### config.mk
export PLATFORM = sky130hd
export DESIGN_NAME = slice_ff_bank_ctrl_flat
export DESIGN_NICKNAME = d
export VERILOG_FILES = /design/src/rtl/slice_ff_bank_ctrl_pkg.sv /design/src/rtl/slice_ff_bank_ctrl_if.sv /design/src/rtl/slice_ff_bank_ctrl_rr_arbiter.sv /design/src/rtl/slice_ff_bank_ctrl.sv /design/src/flat_wrapper.sv
export SDC_FILE = /design/constraint.sdc
export NUM_CORES = 1
export LEC_CHECK = 0
export ABC_AREA = 1
export CAP_MARGIN = 20
export CORE_UTILIZATION = 40
export DETAILED_ROUTE_END_ITERATION = 8
export PLACE_DENSITY = 0.79
export REMOVE_ABC_BUFFERS = 1
export SYNTH_ARGS = -nofsm -noshare
export SYNTH_HDL_FRONTEND = slang
export SYNTH_SLANG_ARGS = --single-unit
### constraint.sdc
create_clock -name clk -period 1.8 [get_ports clk]
set_clock_uncertainty 0.15 [all_clocks]
set_input_delay 0.18 -clock clk [delete_from_list [all_inputs] [get_ports clk]]
set_output_delay 0.18 -clock clk [all_outputs]
set_load 0.02 [all_outputs]
### src/rtl/slice_ff_bank_ctrl_pkg.sv
// Shared types and helpers for the SLICE flip-flop bank controller.
// Op encodings match the requester bus: 00 NOP, 01 LOAD, 10 SET, 11 CLEAR.
package slice_ff_pkg;

  typedef enum logic [1:0] {
    OP_NOP   = 2'b00,
    OP_LOAD  = 2'b01,
    OP_SET   = 2'b10,
    OP_CLEAR = 2'b11
  } ff_op_e;

  typedef enum logic [1:0] {
    GSR_HOLD,
    IDLE,
    EXEC,
    SETTLE
  } ctrl_state_e;

  // Sizes the shared down-counter so it can hold the longest phase length.
  function automatic int max3(input int a, input int b, input int c);
    int m;
    m = (a > b) ? a : b;
    return (m > c) ? m : c;
  endfunction

endpackage

### src/rtl/slice_ff_bank_ctrl_if.sv
// Requester-side bus of the FF bank controller: request/ready handshake plus completion status.
interface slice_ff_bank_ctrl_if #(
  parameter int WIDTH = 8,
  parameter int NREQ  = 2
);
  localparam int IDW = (NREQ > 1) ? $clog2(NREQ) : 1;

  logic [NREQ-1:0]       req_valid;
  logic [2*NREQ-1:0]     req_op;
  logic [WIDTH*NREQ-1:0] req_data;
  logic [NREQ-1:0]       req_ready;
  logic                  done;
  logic [IDW-1:0]        done_id;
  logic                  busy;

  modport master (
    output req_valid, req_op, req_data,
    input  req_ready, done, done_id, busy
  );

  modport slave (
    input  req_valid, req_op, req_data,
    output req_ready, done, done_id, busy
  );
endinterface

### src/rtl/slice_ff_bank_ctrl_rr_arbiter.sv
// Combinational round-robin arbiter: grants the first valid requester at or after ptr.
module rr_arbiter
  import slice_ff_pkg::*;
#(
  parameter int N = 2
) (
  input  logic [N-1:0]         valid,
  input  logic [$clog2(N)-1:0] ptr,
  output logic [N-1:0]         grant
);
  localparam int PW = $clog2(N);

  logic          found;
  logic [PW-1:0] idx;

  always_comb begin
    grant = '0;
    found = 1'b0;
    idx   = '0;
    for (int i = 0; i < N; i++) begin
      idx = PW'((int'(ptr) + i) % N);
      if (!found && valid[idx]) begin
        grant[idx] = 1'b1;
        found      = 1'b1;
      end
    end
  end
endmodule

### src/rtl/slice_ff_bank_ctrl.sv
// Sequences GSR/CE/LSR/DI of a SLICE FF bank and shares it round-robin between requesters.
module slice_ff_bank_ctrl
  import slice_ff_pkg::*;
#(
  parameter int WIDTH      = 8,
  parameter int NREQ       = 2,
  parameter int GSR_CYC    = 8,
  parameter int HOLD_CYC   = 3,
  parameter int SETTLE_CYC = 2
) (
  input  logic                 clk,
  input  logic                 rst_n,
  slice_ff_bank_ctrl_if.slave  bus,
  output logic                 ff_gsr_n,
  output logic                 ff_ce,
  output logic                 ff_lsr,
  output logic                 ff_lsr_val,
  output logic [WIDTH-1:0]     ff_di
);
  localparam int IW    = $clog2(NREQ);
  localparam int CNT_W = $clog2(max3(GSR_CYC, HOLD_CYC, SETTLE_CYC) + 1);

  ctrl_state_e      state, state_nx;
  logic [CNT_W-1:0] cnt, cnt_nx;
  logic [IW-1:0]    ptr, id_q, grant_id;
  ff_op_e           op_q, sel_op;
  logic [WIDTH-1:0] data_q, sel_data;
  logic             lsr_tail, lsr_tail_nx;
  logic             accept;
  logic [NREQ-1:0]  eff_valid, grant;

  // NOP requests are invisible to the arbiter; the chosen requester's op/data are muxed out.
  always_comb begin
    eff_valid = '0;
    grant_id  = '0;
    sel_op    = OP_NOP;
    sel_data  = '0;
    for (int i = 0; i < NREQ; i++) begin
      eff_valid[i] = bus.req_valid[i] && (bus.req_op[2*i +: 2] != 2'b00);
      if (grant[i]) begin
        grant_id = IW'(i);
        sel_op   = ff_op_e'(bus.req_op[2*i +: 2]);
        sel_data = bus.req_data[WIDTH*i +: WIDTH];
      end
    end
  end

  rr_arbiter #(.N(NREQ)) u_arb (
    .valid (eff_valid),
    .ptr   (ptr),
    .grant (grant)
  );

  always_ff @(posedge clk or negedge rst_n) begin
    if (!rst_n) begin
      state    <= GSR_HOLD;
      cnt      <= CNT_W'(GSR_CYC - 1);
      ptr      <= '0;
      id_q     <= '0;
      op_q     <= OP_NOP;
      data_q   <= '0;
      lsr_tail <= 1'b0;
    end else begin
      state    <= state_nx;
      cnt      <= cnt_nx;
      lsr_tail <= lsr_tail_nx;
      if (accept) begin
        id_q   <= grant_id;
        op_q   <= sel_op;
        data_q <= sel_data;
        ptr    <= (grant_id == IW'(NREQ - 1)) ? '0 : grant_id + 1'b1;
      end
    end
  end

  // lsr_tail keeps the REGSET selector valid for one cycle after LSR drops.
  always_comb begin
    state_nx      = state;
    cnt_nx        = cnt;
    lsr_tail_nx   = 1'b0;
    accept        = 1'b0;
    ff_gsr_n      = 1'b1;
    ff_ce         = 1'b0;
    ff_lsr        = 1'b0;
    ff_di         = '0;
    bus.req_ready = '0;
    bus.done      = 1'b0;
    bus.busy      = 1'b0;
    case (state)
      GSR_HOLD: begin
        ff_gsr_n = 1'b0;
        if (cnt == '0) state_nx = IDLE;
        else           cnt_nx   = cnt - 1'b1;
      end
      IDLE: begin
        bus.req_ready = grant;
        if (|grant) begin
          accept   = 1'b1;
          state_nx = EXEC;
          cnt_nx   = (sel_op == OP_LOAD) ? '0 : CNT_W'(HOLD_CYC - 1);
        end
      end
      EXEC: begin
        bus.busy = 1'b1;
        if (op_q == OP_LOAD) begin
          ff_ce = 1'b1;
          ff_di = data_q;
        end else begin
          ff_lsr = 1'b1;
        end
        if (cnt == '0) begin
          lsr_tail_nx = (op_q != OP_LOAD);
          if (SETTLE_CYC == 0) begin
            bus.done = 1'b1;
            state_nx = IDLE;
          end else begin
            state_nx = SETTLE;
            cnt_nx   = CNT_W'(SETTLE_CYC - 1);
          end
        end else begin
          cnt_nx = cnt - 1'b1;
        end
      end
      SETTLE: begin
        bus.busy = 1'b1;
        if (cnt == '0) begin
          bus.done = 1'b1;
          state_nx = IDLE;
        end else begin
          cnt_nx = cnt - 1'b1;
        end
      end
      default: state_nx = GSR_HOLD;
    endcase
    ff_lsr_val  = (op_q == OP_SET) && (ff_lsr || lsr_tail);
    bus.done_id = bus.done ? id_q : '0;
  end
endmodule

### src/flat_wrapper.sv
// flat-port wrapper written by rule: the top's interface ports become plain ports
module slice_ff_bank_ctrl_flat import slice_ff_pkg::*;
#(
  parameter int WIDTH      = 8,
  parameter int NREQ       = 2,
  parameter int GSR_CYC    = 8,
  parameter int HOLD_CYC   = 3,
  parameter int SETTLE_CYC = 2
)
  (clk, rst_n, ff_gsr_n, ff_ce, ff_lsr, ff_lsr_val, ff_di, bus_req_valid, bus_req_op, bus_req_data, bus_req_ready, bus_done, bus_done_id, bus_busy);
  slice_ff_bank_ctrl_if #(.WIDTH(WIDTH), .NREQ(NREQ)) bus_i ();
  input  logic clk;
  input  logic rst_n;
  output logic ff_gsr_n;
  output logic ff_ce;
  output logic ff_lsr;
  output logic ff_lsr_val;
  output logic [WIDTH-1:0] ff_di;
  input wire logic [$bits(bus_i.req_valid)-1:0] bus_req_valid;
  input wire logic [$bits(bus_i.req_op)-1:0] bus_req_op;
  input wire logic [$bits(bus_i.req_data)-1:0] bus_req_data;
  output wire logic [$bits(bus_i.req_ready)-1:0] bus_req_ready;
  output wire logic [$bits(bus_i.done)-1:0] bus_done;
  output wire logic [$bits(bus_i.done_id)-1:0] bus_done_id;
  output wire logic [$bits(bus_i.busy)-1:0] bus_busy;
  assign bus_i.req_valid = bus_req_valid;
  assign bus_i.req_op = bus_req_op;
  assign bus_i.req_data = bus_req_data;
  assign bus_req_ready = bus_i.req_ready;
  assign bus_done = bus_i.done;
  assign bus_done_id = bus_i.done_id;
  assign bus_busy = bus_i.busy;
  slice_ff_bank_ctrl #(.WIDTH(WIDTH), .NREQ(NREQ), .GSR_CYC(GSR_CYC), .HOLD_CYC(HOLD_CYC), .SETTLE_CYC(SETTLE_CYC)) u_core (.clk(clk), .rst_n(rst_n), .bus(bus_i), .ff_gsr_n(ff_gsr_n), .ff_ce(ff_ce), .ff_lsr(ff_lsr), .ff_lsr_val(ff_lsr_val), .ff_di(ff_di));
endmodule
Yosys cells after proc, flatten, opt, wreduce, memory -nomap -nowiden
Cells that the tools add are included.
{"block": "totals", "regBits": 19, "n_memories": 0, "ramBits": 0, "in_bits": 24, "word_cells": 85, "out_inout_bits": 17, "latch_bits": 0, "mem_bits_ro": 0}
{"block": "op_classes", "bitwise_logic": 1, "magnitude_cmp": 4, "n_reduce_logical": 17, "n_eq_ne": 11, "mux": 42, "mul": 0, "n_shift": 0, "n_div": 0, "addsub": 3}
{"op": "2-to-1 mux 8 bit", "n": 4}
{"op": "2-to-1 mux 1 bit", "n": 22}
{"op": "2-to-1 mux 2 bit", "n": 9}
{"op": "2-to-1 mux 4 bit", "n": 3}
{"op": "one-hot mux 4 bit (3 select lines)", "n": 1}
{"op": "inequality test 2 x 1 -> 1 bit (second input constant)", "n": 4}
{"op": "== test 2 x 1 -> 1 bit (second input constant)", "n": 3}
{"op": "== test 2 bit (second input constant)", "n": 3}
{"op": "logical AND 1 bit", "n": 6}
{"op": "one-hot mux 2 bit (3 select lines)", "n": 1}
{"op": "OR reduction 2 bit", "n": 3}
{"op": "logical NOT 4 bit", "n": 1}
{"op": "< comparator 1 x 2 -> 1 bit (second input constant)", "n": 2}
{"op": "nonzero test 2 bit", "n": 2}
{"op": "subtractor 4 x 1 -> 4 bit (second input constant)", "n": 1}
{"op": "AND reduction 3 bit", "n": 1}
{"op": "adder 1 bit (second input constant)", "n": 2}
{"op": "demux 1 bit (select 1 bit)", "n": 2}
{"op": "greater-or-equal comparator 1 bit (second input constant)", "n": 2}
{"op": "logical NOT 2 bit", "n": 1}
{"op": "inequality test 2 bit (second input constant)", "n": 1}
{"op": "OR 2 bit", "n": 1}
{"op": "AND reduction 2 bit", "n": 1}
{"op": "logical NOT 1 bit", "n": 1}
{"op": "logical OR 1 bit", "n": 1}

Logic depth before layout (Yosys ltp)
{"block": "depth", "word_depth": 14, "mapped_depth": 11, "mapped_depth_nobuf": 11}

Hierarchy
A second synthesis with hierarchy kept.
{"block": "unflattened", "hier_cells": 148, "area_unflattened_um2": 1154.9}
{"module": "slice_ff_bank_ctrl", "area_per_inst_um2": 1127.3, "seq_area_each_um2": 479.2, "cells_each": 144, "instances": 1}
{"module": "rr_arbiter", "area_per_inst_um2": 27.5, "seq_area_each_um2": 0.0, "cells_each": 4, "instances": 1}

Worst setup path after synthesis
OpenSTA, ideal clock, no wires.
{"block": "synth_timing", "path_type": "flip-flop to flip-flop", "from": "register u_core.state[1]", "to": "register u_core.data_q[2]", "path_buffers": 0, "path_slack_ps": 232, "setup_ps": 87, "period_less_slack_ps": 1568, "t_arrival_ps": 1331, "required_time_ps": 1563, "stages_incl_launch_ff": 7, "cell_sequence": "dfrtp_1 inv_1 ha_1 inv_1 nor2_1 nand2_1 o211ai_1"}
{"block": "synth_between", "elab_chain_len": 2}
{"item": "from (decl)", "line": "slice_ff_bank_ctrl.sv:23", "source": "ctrl_state_e state, state_nx;"}
{"item": "from (signal assigned)", "line": "slice_ff_bank_ctrl.sv:64", "source": "state <= state_nx;"}
{"item": "== test 2 x 1 -> 1 bit", "line": "slice_ff_bank_ctrl.sv:89", "source": "case (state)"}
{"item": "2-to-1 mux 1 bit", "line": "slice_ff_bank_ctrl.sv:89"}
{"item": "to (signal assigned)", "line": "slice_ff_bank_ctrl.sv:70", "source": "data_q <= sel_data;"}
{"item": "to (decl)", "line": "slice_ff_bank_ctrl.sv:27", "source": "logic [WIDTH-1:0] data_q, sel_data;"}
Every way passes these cells.
A chain may end at the register's enable or synchronous reset.

Worst setup path after layout
{"block": "layout_timing", "from": "register u_core.state[0]", "to": "output port ff_di[4]"}
{"block": "layout_between", "elab_chain_len": 2}
{"item": "== test 2 bit", "line": "slice_ff_bank_ctrl.sv:89"}
{"item": "2-to-1 mux 8 bit", "line": "slice_ff_bank_ctrl.sv:89"}
{"item": "to (decl)", "line": "flat_wrapper.sv:18", "source": "output logic [WIDTH-1:0] ff_di;"}
Every way passes these cells.

==> flow_metrics.py <==
metrics = {
    "setup_path": {
        "startpoint": "u_core.state[0]",
        "worst-path-max-fanout": 9,
        "worst_setup_path_start_kind": "flop",
        "cp.required_ps": 1470,
        "crit_type": "flop to primary output",
        "cp.arrival_ps": 1410,
        "cp-end-kind": "primary output",
        "r2r_cells": 12,
        "r2r-start": "u_core.cnt[0]",
        "regToRegSetupSlack_ps": 70,
    },
    "timing": {
        "rsz0062_at_grt": "yes",
        "min_period_over_period_pct": 96.70,
        "fin_setup_tns_ps": 0,
        "final_max_slew_viol_count": 0,
        "finalCriticalPeriod_ps": 1741,
        "setup-violations-final": 0,
        "tightestPinTransition_ps": 352.2,
        "hold_violations": 0,
        "fmax_mhz": 574.5,
        "hold_ws_ps": 37.87,
        "maxSlewHeadroom_pct": 76.43,
    },
    "synthesis": {
        "async_flop_share_pct": 100.0,
        "synth_area_leaders": "dfrtp_1 31%, inv_1 8.1%, nor2_1 7.8%",
        "avgSynthCellArea_um2": 7.839,
        "ys_seq_elements": 19,
        "synth.top_cell.area_share_pct": 30.77,
        "synth_edf_count": 0,
        "yosysTopAreaCell": "dfrtp_1",
        "ys.flop_type": "dfrtp_1",
        "synth_area_mm2": 0.001301,
        "synth.most_common_cell": "inv_1",
        "yosysSeqAreaShare_pct": 36.83,
        "synthCells": 166,
        "synth_common_cells": "28 x inv_1, 27 x nor2_1, 23 x nand2_1, 19 x nand3_1, 16 x dfrtp_1",
        "synthDistinctLibCells": 26,
        "yosys_warnings": 0,
    },
    "drt": {
        "num_vias": 1320,
        "firstDrtPassIters": 4,
        "drt-total-wl_um": 3311,
        "drt_iter0_markers": 57,
        "viasPerCell": 4.714,
        "ant_nets": 0,
        "wl_per_cell_um": 11.83,
        "drc": 0,
    },
    "cts": {
        "clkTransAtPathRegs_ps": 120,
        "hold_buffers": 0,
        "cts.sinks": 19,
        "clock_path_buffers": 2,
        "tritoncts": "yes",
        "htreeDepth": 1,
        "root_buffer": "clkbuf_4",
        "insertion_delay_ps": 320,
        "numCtsBuffers": 3,
    },
    "layout": {
        "finalNetCount": 267,
        "diodes": 0,
        "layout-drive-gt1-share_pct": 36.44,
        "final_cell_count_no_fill": 280,
        "area_growth_pct": 50.96,
    },
    "global_routing": {
        "grt_usage_pct": 20.45,
        "antenna_found_initial": 0,
        "grt_pass1_vias": 1222,
        "grt_remaining_overflow": 0,
        "grt_pass1_wl_um": 5306,
        "grt_max_degree": 22,
    },
    "place": {
        "place_hpwl_um": 2521,
        "port_buffers": 40,
        "place_congestion": 0.7859,
        "dp.cells": 274,
    },
    "power_and_ir_drop": {
        "peakVddDrop_mv": 0.5165,
        "total_power_uw": 2847,
        "power.internal_uw": 1592,
        "switchingPower_uw": 1256,
        "comb_power_share_pct": 64.7,
        "clkPwrFrac_pct": 8.2,
        "leakagePower_uw": 0.0009893,
        "p_seq_share_pct": 27.0,
        "p_per_area_mw_per_mm2": 1449,
        "switching_share_pct": 44.10,
    },
    "floorplan": {
        "rows": 20,
        "fp.dieArea_mm2": 0.003485,
        "initial_core_util_pct": 42.28,
        "die-height_um": 59.04,
        "core_area_mm2": 0.003078,
        "top_level_ports": 41,
        "fp.dieW_um": 59.04,
    },
    "min_path": {
        "min_path_type": "input pin to asynchronous set/reset pin",
    },
    "status": {
        "status": "completed",
    },
    "flow_run": {
        "drv_cap": 0,
    },
}
[cell usage in the layout (no fill, tap or decap), drive strengths merged]
| cell | synthesis | layout |
|---|---|---|
| dfrtp | 16 | 16 |
| clkdlybuf4s15 | 0 | 1 |
| buf | 2 | 44 |
| o21bai | 1 | 1 |
| a31oi | 7 | 7 |
| a21oi | 4 | 4 |
| o211ai | 1 | 1 |
| nand3 | 23 | 23 |
| nand2 | 27 | 27 |
| nand4 | 1 | 1 |
| inv | 33 | 33 |
| o21ai | 6 | 6 |
| ha | 6 | 6 |
| o211a | 1 | 1 |
| dfstp | 3 | 3 |
| clkbuf | 0 | 4 |
| nor2 | 29 | 29 |
| o22ai | 1 | 1 |
| nor3 | 4 | 4 |
| nor3b | 1 | 1 |
| clkdlybuf4s50 | 0 | 23 |
[final timing paths]
kind,end
setup / recovery,ff_di[4]
hold / removal,u_core.data_q[7]
setup reg to reg,u_core.cnt[3]
hold reg to reg,u_core.id_q
max in group asynchronous,u_core.cnt[2]
min in group clk,u_core.data_q[3]
[logic make-up after synthesis]
logic type / Yosys count / synth area share (%)
AOI/OAI and AO/OA: 21 / 13.66
buffers and inverters: 35 / 10.96
adders and majority gates: 6 / 5.769
DFF: 19 / 36.83
and+or+nand+nor: 85 / 32.79
[registers in the layout, indices dropped and copies added, names as in the netlist]
name / cells
u_core.data_q: 8
u_core.cnt: 4
u_core.op_q: 2
u_core.state: 2
u_core.id_q: 1
u_core.lsr_tail: 1
u_core.ptr: 1
[stage by stage]
stage / setup WS (ps) / utilization, % / cell area [um2]
after floorplan: 159.4 / - / 1282
after global placement: -272.3 / 63.21 / 1946
after detailed placement: -285.1 / 63.21 / 1946
after CTS: 1.932 / 61.87 / 1904
after global routing: -21.74 / 63.82 / 1964
final: 59.37 / 63.82 / 1964
[routing by layer]
metal | up-vias | wire (um) | GRT usage, %
li1 | 673 | - | -
met4 | 0 | 58 | 7.483
met3 | 5 | 89 | 1.747
met2 | 32 | 1704 | 36.20
met5 | - | 0 | 0
met1 | 610 | 1458 | 25.90
[power groups by stage]
stage	combinational, uW	clock, uW	sequential (uW)
after floorplan	1070	0	760
after global placement	1730	0	767
after detailed placement	1780	0	776
after CTS	1740	241	763
after global routing	2040	257	789
final	1840	235	770
[repair_timing]
item / CTS / global route
pin swaps: 0 / 5
gates resized for setup: 65 / 23
hold endpoints to repair: 0 / 0
endpoints found under the setup margin: 17 / 19
setup buffers: 1 / 1
[area by class of cell]
cell class	count	area, um2
clock buffer	4	26.28
fill	281	1114
inverter	33	123.9
multi-input combinational	112	711.9
sequential	19	479.2
tap	44	55.05
timing repair buffer	68	568.0
[critical path, cell delays in order (launching register included)]
cell	delay [ps]
dfrtp_1	400
inv_2	60
ha_2	170
nand2_1	60
buf_6	150
nor2_1	80
buf_2	160
Note: power is estimated with default switching activity, not from simulation.
